`src/rtl/video_wr_ctrl.sv`:
```
// video_wr_ctrl
//   Write-side sequencer between the video input pipeline and video_wr_buffer.
//   Frames the incoming beat stream into AXI bursts (command + tagged data with
//   last), and rotates frames across a ring of DDR frame buffers, skipping the
//   one the reader currently owns.
//
// Ports
//   i_clk, i_reset           clock, synchronous active-high reset
//   i_frame_start            one-cycle pulse, new frame begins
//   i_data_vld/i_data        input beat
//   i_data_last              final beat of the frame (qualified by i_data_vld)
//   i_rd_frame_idx           frame index currently owned by the reader
//   o_wr_buff_req_en         burst command strobe (coincides with burst last beat)
//   o_wr_buff_burst_len      awlen (beats-1)
//   o_wr_buff_addr           burst start byte address
//   o_wr_buff_vld/data/last  data beat, last beat of the burst
//   o_wr_frame_idx           frame being written
//   o_done_frame_idx         most recently completed frame
//   o_frame_done             one-cycle pulse, frame complete
//   o_frame_err              sticky, frame start seen mid-frame
module video_wr_ctrl #(
    parameter int                  AXI_DATA_WIDTH  = 128,
    parameter int                  AXI_ADDR_WIDTH  = 32,
    parameter int                  BURST_LEN       = 64,
    parameter logic [AXI_ADDR_WIDTH-1:0] FRAME_BASE_ADDR = '0,
    parameter logic [AXI_ADDR_WIDTH-1:0] FRAME_SIZE      = 32'h0080_0000,
    parameter int                  FRAME_NUM       = 3
) (
    input  logic                      i_clk,
    input  logic                      i_reset,
    input  logic                      i_frame_start,
    input  logic                      i_data_vld,
    input  logic [AXI_DATA_WIDTH-1:0] i_data,
    input  logic                      i_data_last,
    input  logic [1:0]                i_rd_frame_idx,
    output logic                      o_wr_buff_req_en,
    output logic [7:0]                o_wr_buff_burst_len,
    output logic [AXI_ADDR_WIDTH-1:0] o_wr_buff_addr,
    output logic                      o_wr_buff_vld,
    output logic [AXI_DATA_WIDTH-1:0] o_wr_buff_data,
    output logic                      o_wr_buff_data_last,
    output logic [1:0]                o_wr_frame_idx,
    output logic [1:0]                o_done_frame_idx,
    output logic                      o_frame_done,
    output logic                      o_frame_err
);

    localparam logic [AXI_ADDR_WIDTH-1:0] BPB      = AXI_ADDR_WIDTH'(AXI_DATA_WIDTH / 8);
    localparam logic [8:0]                CNT_MAX  = 9'(BURST_LEN - 1);
    localparam logic [1:0]                LAST_IDX = 2'(FRAME_NUM - 1);

    typedef enum logic {IDLE, WRITE} state_t;

    state_t                    state, state_nxt;
    logic [8:0]                cnt;
    logic [AXI_ADDR_WIDTH-1:0] burst_addr;
    logic [AXI_ADDR_WIDTH-1:0] frame_addr;
    logic [AXI_ADDR_WIDTH-1:0] burst_bytes;
    logic [1:0]                idx_inc, idx_sel;
    logic                      burst_close;
    logic                      done_pend;

    function automatic logic [1:0] inc_idx(input logic [1:0] i);
        return (i == LAST_IDX) ? 2'd0 : i + 2'd1;
    endfunction

    // Next frame in the ring; hop over the reader's frame. With at least
    // three buffers one hop always lands on a free frame.
    always_comb begin
        idx_inc     = inc_idx(o_wr_frame_idx);
        idx_sel     = (idx_inc == i_rd_frame_idx) ? inc_idx(idx_inc) : idx_inc;
        frame_addr  = FRAME_BASE_ADDR + AXI_ADDR_WIDTH'(idx_sel) * FRAME_SIZE;
        burst_bytes = (AXI_ADDR_WIDTH'(cnt) + 1'b1) * BPB;
        burst_close = i_data_vld && (cnt == CNT_MAX || i_data_last);
    end

    always_ff @(posedge i_clk) begin
        if (i_reset) state <= IDLE;
        else         state <= state_nxt;
    end

    always_comb begin
        state_nxt = state;
        case (state)
            IDLE:    if (i_frame_start)             state_nxt = WRITE;
            WRITE:   if (i_data_vld && i_data_last) state_nxt = IDLE;
            default:                                state_nxt = IDLE;
        endcase
    end

    always_ff @(posedge i_clk) begin
        if (i_reset) begin
            cnt                 <= '0;
            burst_addr          <= '0;
            done_pend           <= 1'b0;
            o_wr_buff_req_en    <= 1'b0;
            o_wr_buff_burst_len <= '0;
            o_wr_buff_addr      <= '0;
            o_wr_buff_vld       <= 1'b0;
            o_wr_buff_data      <= '0;
            o_wr_buff_data_last <= 1'b0;
            o_wr_frame_idx      <= '0;
            o_done_frame_idx    <= '0;
            o_frame_done        <= 1'b0;
            o_frame_err         <= 1'b0;
        end else begin
            o_wr_buff_vld       <= 1'b0;
            o_wr_buff_req_en    <= 1'b0;
            o_wr_buff_data_last <= 1'b0;
            // Frame completion is reported one cycle behind the final last beat.
            done_pend           <= 1'b0;
            o_frame_done        <= done_pend;
            if (done_pend) o_done_frame_idx <= o_wr_frame_idx;

            case (state)
                IDLE: begin
                    // Beats arriving here (including one alongside the start
                    // pulse) are dropped.
                    if (i_frame_start) begin
                        o_wr_frame_idx <= idx_sel;
                        burst_addr     <= frame_addr;
                        cnt            <= '0;
                    end
                end
                WRITE: begin
                    if (i_frame_start) o_frame_err <= 1'b1;
                    if (i_data_vld) begin
                        o_wr_buff_vld  <= 1'b1;
                        o_wr_buff_data <= i_data;
                        cnt            <= cnt + 9'd1;
                        if (burst_close) begin
                            o_wr_buff_data_last <= 1'b1;
                            o_wr_buff_req_en    <= 1'b1;
                            o_wr_buff_burst_len <= cnt[7:0];
                            o_wr_buff_addr      <= burst_addr;
                            burst_addr          <= burst_addr + burst_bytes;
                            cnt                 <= '0;
                            if (i_data_last) done_pend <= 1'b1;
                        end
                    end
                end
                default: ;
            endcase
        end
    end

endmodule

```
`config.mk`:
```
export PLATFORM = sky130hd
export DESIGN_NAME = video_wr_ctrl
export DESIGN_NICKNAME = d
export VERILOG_FILES = /design/src/rtl/video_wr_ctrl.sv
export SDC_FILE = /design/constraint.sdc
export NUM_CORES = 1
export LEC_CHECK = 0
export CAP_MARGIN = 10
export CELL_PAD_IN_SITES_DETAIL_PLACEMENT = 0
export CELL_PAD_IN_SITES_GLOBAL_PLACEMENT = 1
export CORE_ASPECT_RATIO = 0.6
export CORE_UTILIZATION = 31
export DETAILED_ROUTE_END_ITERATION = 8
export PLACE_DENSITY = 0.87
export SLEW_MARGIN = 5
export SYNTH_ARGS = -nofsm -noshare
export SYNTH_HDL_FRONTEND = slang
export SYNTH_SLANG_ARGS = --single-unit
export TNS_END_PERCENT = 10
```
`constraint.sdc`:
```
create_clock -name i_clk -period 3.7 [get_ports i_clk]
set_clock_uncertainty 0.15 [all_clocks]
set_input_delay 0.555 -clock i_clk [delete_from_list [all_inputs] [get_ports i_clk]]
set_output_delay 0.555 -clock i_clk [all_outputs]
set_load 0.1 [all_outputs]
```
==> results of run 1 <==
[worst register-to-register path, delay by kind of cell (launching register included)]
kind	cells	cell delay (ns)
xor+xnor	1	0.18
simple gates	4	0.80
flops	1	0.48
fa+ha+maj	1	0.36
compound gates	5	1.24
[state kept, by name (all words and copies together) (netlist names), 2 cells and up]
| register | count |
|---|---|
| o_wr_buff_burst_len | 8 |
| cnt | 9 |
| o_wr_buff_addr | 28 |
| o_wr_buff_data | 128 |
| burst_addr | 28 |
| o_wr_frame_idx | 2 |
| o_done_frame_idx | 2 |
[placed cells by master (no fill, tap or decap), types with 6 or more instances in the layout]
| cell | netlist | routed |
|---|---|---|
| clkdlybuf4s50_1 | 0 | 306 |
| nand4_1 | 7 | 7 |
| a31oi_1 | 8 | 8 |
| a311oi_1 | 6 | 6 |
| dfxtp_1 | 211 | 211 |
| nor2_1 | 36 | 35 |
| inv_1 | 6 | 6 |
| a21o_1 | 6 | 6 |
| mux2i_1 | 6 | 6 |
| clkbuf_1 | 55 | 9 |
| nand3_1 | 12 | 12 |
| or3_1 | 6 | 6 |
| nand2_1 | 360 | 359 |
| o21ai_0 | 12 | 12 |
| ha_1 | 12 | 12 |
| buf_4 | 6 | 8 |
| clkbuf_16 | 0 | 21 |
| a21oi_1 | 191 | 191 |
| xnor2_1 | 14 | 14 |
[final timing paths]
kind / start / endpoint / slack, ns / depth (start not counted)
setup / recovery: cnt[2] / burst_addr[20] / 0.39 / 11
hold / removal: i_reset / state / 0.30 / 2
setup reg to reg: cnt[2] / burst_addr[20] / 0.39 / 11
hold reg to reg: o_wr_buff_data[14] / o_wr_buff_data[14] / 0.30 / 2
[layer usage]
layer	track usage, %	vias up	wire length (um)
met4	4.32	0	559
met3	6.69	35	2460
met1	26.8	3704	12700
met5	0	-	0
met2	26.3	256	10800
li1	-	3974	-
[kinds of logic (layout without fill, tap and decap cells)]
| logic type | count (synthesis) | in the layout | share of synthesized area (%) |
|---|---|---|---|
| adder cells (fa/ha/maj) | 13 | 13 | 2.05 |
| flip-flops | 211 | 211 | 51.0 |
| buffers and inverters | 79 | 359 | 4.05 |
| AND/OR/NAND/NOR | 448 | 448 | 22.1 |
| AO/OA/AOI/OAI | 256 | 256 | 18.2 |
| XOR/XNOR | 17 | 17 | 1.80 |
| other | 1 | 4 | 0.0453 |
| multiplexers | 6 | 6 | 0.725 |
[where the power goes]
group / internal (mW) / switching, mW / leakage (nW)
Combinational: 0.276 / 0.654 / 2.18
Sequential: 2.33 / 0.0379 / 1.71
Clock: 1.16 / 0.887 / 0.310
Total: 3.77 / 1.58 / 4.20
[final cells by class]
cell class,count,area [sq um]
well taps,352,440
fillers,2535,13500
inverters,6,22.5
repair buffers,317,3170
clock inverters,4,48.8
clock buffers,32,587
multi-input cells,744,3750
flip-flops and latches,211,4220
==> flow_summary.ini, run 1 <==
[setup_path]
cp_slowest_cell = a211oi_4
critPathTopFamily = compound AO/OA/AOI/OAI gates
crit_arrival_ns = 3.56
critical_path_class = flop to flop
cpMostUsedCell = nand3_1
cp_num_buf_inv = 0
crit_required_ns = 3.95
cp_slowest_stage_delay_ns = 0.54
crit_fanout = 10
cp_cell_sequence = nand3_1, nor2_1, nand3_1, xnor2_1, ha_1, o21ai_0, nand2b_1, o2111ai_2, a211oi_4, a31oi_1, a41o_1
end_kind = flop
startpoint_type = flop

[detailed_routing]
vias = 7969
dr.first_iter.drc_count = 407
first_pass_iters = 4
drcViolationCount = 0
wl_um = 26600
vias_per_cell = 4.78
avgRoutedWirePerCell_um = 15.9
ant_nets = 0

[clock_tree]
insertion_delay_ns = 0.51
clock_tree.root_cell = clkbuf_16
cts_resized = 0
cts_setup_buffers = 0
clockBufferDepth = 3
clk_pin_slew_ns = 0.06
numCtsBuffers = 21
clock_sink_count = 211
cts_hold_buf = 0
ctsHtreeMaxLevel = 1
cts_tree = built

[synth]
yosys.area.top_type = dfxtp_1
ys_warn_count = 0
synthTopCellsByCount = nand2_1 (360), dfxtp_1 (211), a21oi_1 (191)
synth_area_per_cell_sq_um = 8.04
synth.yosys.seq_area_share_pct = 51.0
netlist_top_cells_area = dfxtp_1 (51%), nand2_1 (16%), a21oi_1 (12%), clkbuf_1 (2.5%), ha_1 (1.8%)
synth_cells = 1031
synth_edf_count = 0
syn_area_sq_um = 8280
ys.flop_type = dfxtp_1
ys_ff_latch = 211
ys_types = 58
synth_top_area_share_pct = 51.0
postSynth.asyncResetShare_pct = 0
yosysMostFrequentCell = nand2_1

[final_layout]
area_delta_synth_final_pct = 47.8
utilization_pct = 47.6
finalNonFillerCells = 1666
drive_above_1_share_pct = 5.10
diodes = 0
fin_nets = 1449
design_area_sq_um = 12200

[place]
place_hpwl_um = 18800
io_buffers = 307
dpl_cell_area_sq_um = 11600
post-place-cells = 1630
place_ws_ns = 0.454
place_congestion = 0.864

[global_routing]
grt.overflow.total = 0
grt_start_max_net_pins = 130
grt_pass1_wl_um = 40300
grt_usage_pct = 18.6
antenna_found_initial = 0
first_global_vias = 7214

[timing]
hold_viol_final = 0
final.setup.tns_ns = 0
max_freq_mhz = 302
relSlewSlack_pct = 28.0
setup_viol = 0
worst_pin_slew_ns = 1.08
rsz0062_at_grt = false
drv_slew = 0
fin_ws_ns = 0.385
timing.hold.ws_ns = 0.299
fin_crit_ns = 3.31
fin_crit_sh_pct = 89.6

[status]
status = finished, final reports clean

[pwr]
p_leak_nw = 4.20
p_total_mw = 5.35
power_density_nw_per_um2 = 437
peakVddDrop_mv = 0.285

[floorplanning]
start_util_pct = 32.2
pin_count = 312
die_area_sq_um = 27400
chipWidth_um = 213
num_rows = 45
core_sq_um = 25700
die_h_um = 129

[flow_run]
max_cap_violations = 0

[hold_path]
holdCritPathClass = primary input to flop
No activity file was read; power rests on OpenSTA's default activity.
==> inputs of run 2 (changes only) <==
- RECOVER_POWER: unset -> 100
- SETUP_SLACK_MARGIN: unset -> 0.2
==> flow_summary.ini, run 2 (same netlist as run 1, synthesis figures left out) <==
[status]
status = finished, violations left
violations = max-capacitance violations, max-slew violations

[clock_tree]
cts_tree = built
clockBufferDepth = 3
clock_sink_count = 211
numCtsBuffers = 21
ctsHtreeMaxLevel = 1
clock_tree.root_cell = clkbuf_16
clk_pin_slew_ns = 0.06
insertion_delay_ns = 0.51

[pwr]
p_leak_nw = 4.75
peakVddDrop_mv = 0.283
swShare_pct = 29.6
intPower_mw = 3.75
switchingPower_mw = 1.57
power_density_nw_per_um2 = 436
sequentialPowerShare_pct = 44.5
share_comb_of_total_power_pct = 17.0
p_clk_share_pct = 38.5
p_total_mw = 5.32

[final_layout]
fin_nets = 1450
multi_input_area_sq_um = 3720
reg.largest.list = o_wr_buff_data x128, burst_addr x28, o_wr_buff_addr x28
diodes = 0
num-fill-cells = 2545
final-seq-area_sq_um = 4220
layout_common_cells = nand2_1 (360), dfxtp_1 (211), a21oi_1 (191), dlygate4sd3_1 (174), clkdlybuf4s50_1 (132)
final_common_cell = nand2_1
drive_above_1_share_pct = 4.56
largest_register = o_wr_buff_data
utilization_pct = 47.4
area_delta_synth_final_pct = 47.2
largest_reg_flops = 128

[detailed_routing]
first_pass_iters = 4
ant_nets = 0
drcViolationCount = 0
vias = 7970
dr.first_iter.drc_count = 420
wl_um = 26500
avgRoutedWirePerCell_um = 15.9
vias_per_cell = 4.78

[timing]
rsz0062_at_grt = false
setup_viol = 0
fin_crit_ns = 3.39
final.setup.tns_ns = 0
worst_pin_slew_ns = 2.54
max_freq_mhz = 295
hold_viol_final = 0
timing.hold.ws_ns = 0.297
relSlewSlack_pct = -69.4
drv_slew = 187
fin_crit_sh_pct = 91.7

[setup_path]
cp_slowest_cell = dfxtp_1
cp_cell_sequence = ha_1, and4_1, nand4_1, xnor2_1, ha_1, a21o_1, a31o_2, or2_2, o21ai_2, mux2i_1, o21ai_0
rr_endpoint = burst_addr[23]
r2r_slack_ns = 0.31
crit_required_ns = 3.95
ff2ff_path_depth = 11
startpoint_type = flop
crit_fanout = 7
end_kind = flop
cp-endpoint = burst_addr[23]
cpMostUsedCell = ha_1
rr_startpoint = cnt[1]
crit_arrival_ns = 3.64
cp_num_buf_inv = 0
cp.depth = 11
critPathTopFamily = simple AND/OR/NAND/NOR gates
critical_path_class = flop to flop
cp_slowest_stage_delay_ns = 0.42
critPathLaunch = cnt[1]

[flow_run]
max_cap_violations = 2

[global_routing]
first_global_vias = 7214
grt.overflow.total = 0
antenna_found_initial = 0
grt_pass1_wl_um = 40300
grt_start_max_net_pins = 130
grt_usage_pct = 18.6

[floorplanning]
start_util_pct = 32.2
pin_count = 312
num_rows = 45
core_sq_um = 25700
chipWidth_um = 213
die_h_um = 129
die_area_sq_um = 27400

[place]
place_hpwl_um = 18800
io_buffers = 307
place_congestion = 0.864

[hold_path]
holdCritPathClass = flop to flop
run 2: cell type report:
| class | instances | area share [%] |
|---|---|---|
| clock buffers | 32 | 4.81 |
| clock inverters | 4 | 0.400 |
| inverters | 6 | 0.185 |
| multi-input cells | 744 | 30.5 |
| flip-flops and latches | 211 | 34.7 |
| well taps | 352 | 3.61 |
| repair buffers | 318 | 25.9 |
run 2: what timing repair did:
| item | CTS | global route |
|---|---|---|
| buffers inserted | 0 | 1 |
| endpoints found under the setup margin | 0 | 3 |
| resized for setup | 0 | 0 |
| hold buffers | 0 | 0 |
run 2: how the worst min path moves through the flow:
| stage | startpoint | endpoint | cells after the start |
|---|---|---|---|
| 3_3_place_gp | o_wr_buff_addr[20] | o_wr_buff_addr[20] | 2 |
| 4_1_cts | i_reset | state | 2 |
| 2_1_floorplan | burst_addr[31] | o_wr_buff_addr[31] | 2 |
| 5_1_grt | o_wr_buff_data[39] | o_wr_buff_data[39] | 2 |
| 6_report | o_wr_buff_data[14] | o_wr_buff_data[14] | 2 |
| 3_5_place_dp | o_wr_buff_data[23] | o_wr_buff_data[23] | 2 |
run 2: metrics by stage:
step                setup WS [ns]  instance area (sq um)  cells
floorplan                   0.814                   8300   1034
global placement            0.587                  11600   1630
detailed placement          0.454                  11600   1630
CTS                         0.430                  12200   1666
global route                0.114                  12200   1667
finish                      0.305                  12200   1667
run 2: worst min-delay path, delay by kind of cell (launching register included):
kind / cells / cell delay (ns)
compound gates: 1 / 0.05
simple gates: 1 / 0.05
flops: 1 / 0.30
run 2: metal layers:
layer / wire, um / vias to the layer above / share of wire [%] / GRT usage, %
met5: 0 / - / 0 / 0
met4: 640 / 0 / 2.4 / 4.32
met3: 2390 / 38 / 9.0 / 6.69
met2: 11000 / 249 / 41 / 26.3
met1: 12500 / 3704 / 47 / 26.8
li1: - / 3979 / - / -
run 2: power groups by stage:
stage | combinational [mW] | sequential (mW) | clock [mW]
after floorplan | 0.204 | 2.83 | 0
after global placement | 0.929 | 2.42 | 0
after detailed placement | 0.932 | 2.42 | 0
after CTS | 0.934 | 2.37 | 2.12
after global routing | 0.948 | 2.37 | 2.22
final | 0.903 | 2.37 | 2.05
==> inputs of run 3 (changes only) <==
- clock period: 3.7 -> 3.34 ns (I/O delays scaled with it)
==> flow_summary.ini, run 3 (same netlist as run 1, synthesis figures left out) <==
[timing]
worst_pin_slew_ns = 1.67
timing.hold.ws_ns = 0.302
hold_viol_final = 0
fin_crit_ns = 3.10
max_freq_mhz = 323
relSlewSlack_pct = -11.2
final.setup.tns_ns = 0
drv_slew = 80
setup_viol = 0
rsz0062_at_grt = true
fin_crit_sh_pct = 92.7

[clock_tree]
clockBufferDepth = 3
insertion_delay_ns = 0.50
clock_tree.root_cell = clkbuf_16
cts_tree = built
ctsHtreeMaxLevel = 1
clk_pin_slew_ns = 0.06
clock_sink_count = 211
cts_hold_buf = 0
numCtsBuffers = 22

[global_routing]
grt_usage_pct = 18.7
grt_pass1_wl_um = 41000
grt_start_max_net_pins = 130
grt.overflow.total = 0
antenna_found_initial = 0
first_global_vias = 7642

[final_layout]
diodes = 0
area_delta_synth_final_pct = 40.2
num-fill-cells = 2644
largest_register = o_wr_buff_data
drive_above_1_share_pct = 6.40
finalNonFillerCells = 1680
multi_input_area_sq_um = 3780
fin_nets = 1460
final_common_cell = nand2_1
layout_common_cells = nand2_1 (359), dfxtp_1 (209), a21oi_1 (191), clkdlybuf4s50_1 (166), clkbuf_1 (148)
reg.largest.list = o_wr_buff_data x128, burst_addr x28, o_wr_buff_addr x28
final-seq-area_sq_um = 4230
largest_reg_flops = 128

[detailed_routing]
vias = 7982
first_pass_iters = 4
drcViolationCount = 0
ant_nets = 0
vias_per_cell = 4.75
avgRoutedWirePerCell_um = 15.7
dr.first_iter.drc_count = 511
wl_um = 26300

[setup_path]
critical_path_class = flop to flop
crit_arrival_ns = 3.33
crit_required_ns = 3.58
startpoint_type = flop
crit_fanout = 6
end_kind = flop

[place]
post-place-cells = 1634
place_hpwl_um = 18900
io_buffers = 307
place_congestion = 0.835

[status]
status = finished, violations left
violations = max-capacitance violations, max-slew violations

[floorplanning]
die_h_um = 129
chipWidth_um = 213
core_sq_um = 25700
num_rows = 45
die_area_sq_um = 27400
start_util_pct = 32.2
pin_count = 312

[pwr]
p_leak_nw = 4.01
power_density_nw_per_um2 = 540
peakVddDrop_mv = 0.264

[flow_run]
max_cap_violations = 1

[hold_path]
holdCritPathClass = flop to flop
-- run 3: changes by cell type in the layout (fill, tap and decap cells not counted), moves of 3 or more --
cell and change:
buf_4 +10, bufinv_16 +3, clkbuf_1 +135, clkbuf_2 +4, clkbuf_8 +3, clkdlybuf4s50_1 +34, dlygate4sd3_1 -173
-- run 3: layout make-up --
type	count	share of cell area, %
clock inverters	5	1.08
clock buffers	35	5.77
inverters	6	0.194
repair buffers	327	20.2
multi-input cells	744	32.5
flip-flops and latches	211	36.4
well taps	352	3.79
-- run 3: where the power goes --
part / total (mW) / switching [mW] / internal, mW
registers: 2.63 / 0.0419 / 2.58
clock network: 2.68 / 0.994 / 1.68
logic: 0.967 / 0.721 / 0.246
total: 6.27 / 1.76 / 4.51
-- run 3: worst paths after layout --
| check | slack (ns) | end | depth (start not counted) | start |
|---|---|---|---|---|
| worst max-delay path | 0.24 | burst_addr[25] | 12 | cnt[1] |
| worst min-delay path | 0.30 | o_wr_buff_data[26] | 2 | o_wr_buff_data[26] |
| worst min register to register | 0.30 | o_wr_buff_data[26] | 2 | o_wr_buff_data[26] |
| worst max register to register | 0.24 | burst_addr[25] | 12 | cnt[1] |
-- run 3: critical path, cell delays in order (launching register included) --
cell and delay (ns):
dfxtp_4 0.37, ha_1 0.27, and4_4 0.28, nand2_2 0.08, xnor2_2 0.16, ha_1 0.36, a21o_1 0.22, a31o_2 0.26
or2_4 0.26, o21ai_4 0.25, buf_4 0.16, or3_1 0.10, a21oi_1 0.06
-- run 3: stage by stage --
step / worst slack [ns] / power (mW) / utilization (%) / cell area (sq um)
final: 0.244 / 6.27 / 45.1 / 11600
after global routing: 0.0867 / 6.52 / 45.1 / 11600
after CTS: 0.173 / 6.41 / 47.1 / 12100
after detailed placement: 0.0799 / 3.70 / 43.8 / 11300
after global placement: 0.215 / 3.69 / 43.8 / 11300
after floorplan: 0.454 / 3.36 / - / 8300
-- run 3: layer usage --
metal	wire, um	up-vias	track usage [%]	share of wire, %
met3	2280	40	6.81	8.7
li1	-	3998	-	-
met5	0	-	0	0
met2	11100	234	27.4	42
met1	12300	3710	26.0	47
met4	631	0	3.98	2.4
-- run 3: what timing repair did --
item / CTS / global route
endpoints found under the setup margin: 13 / 17
gates resized for setup: 3 / 11
hold endpoints to repair: 0 / 0
pin swaps: 1 / 5
setup buffers: 2 / 4
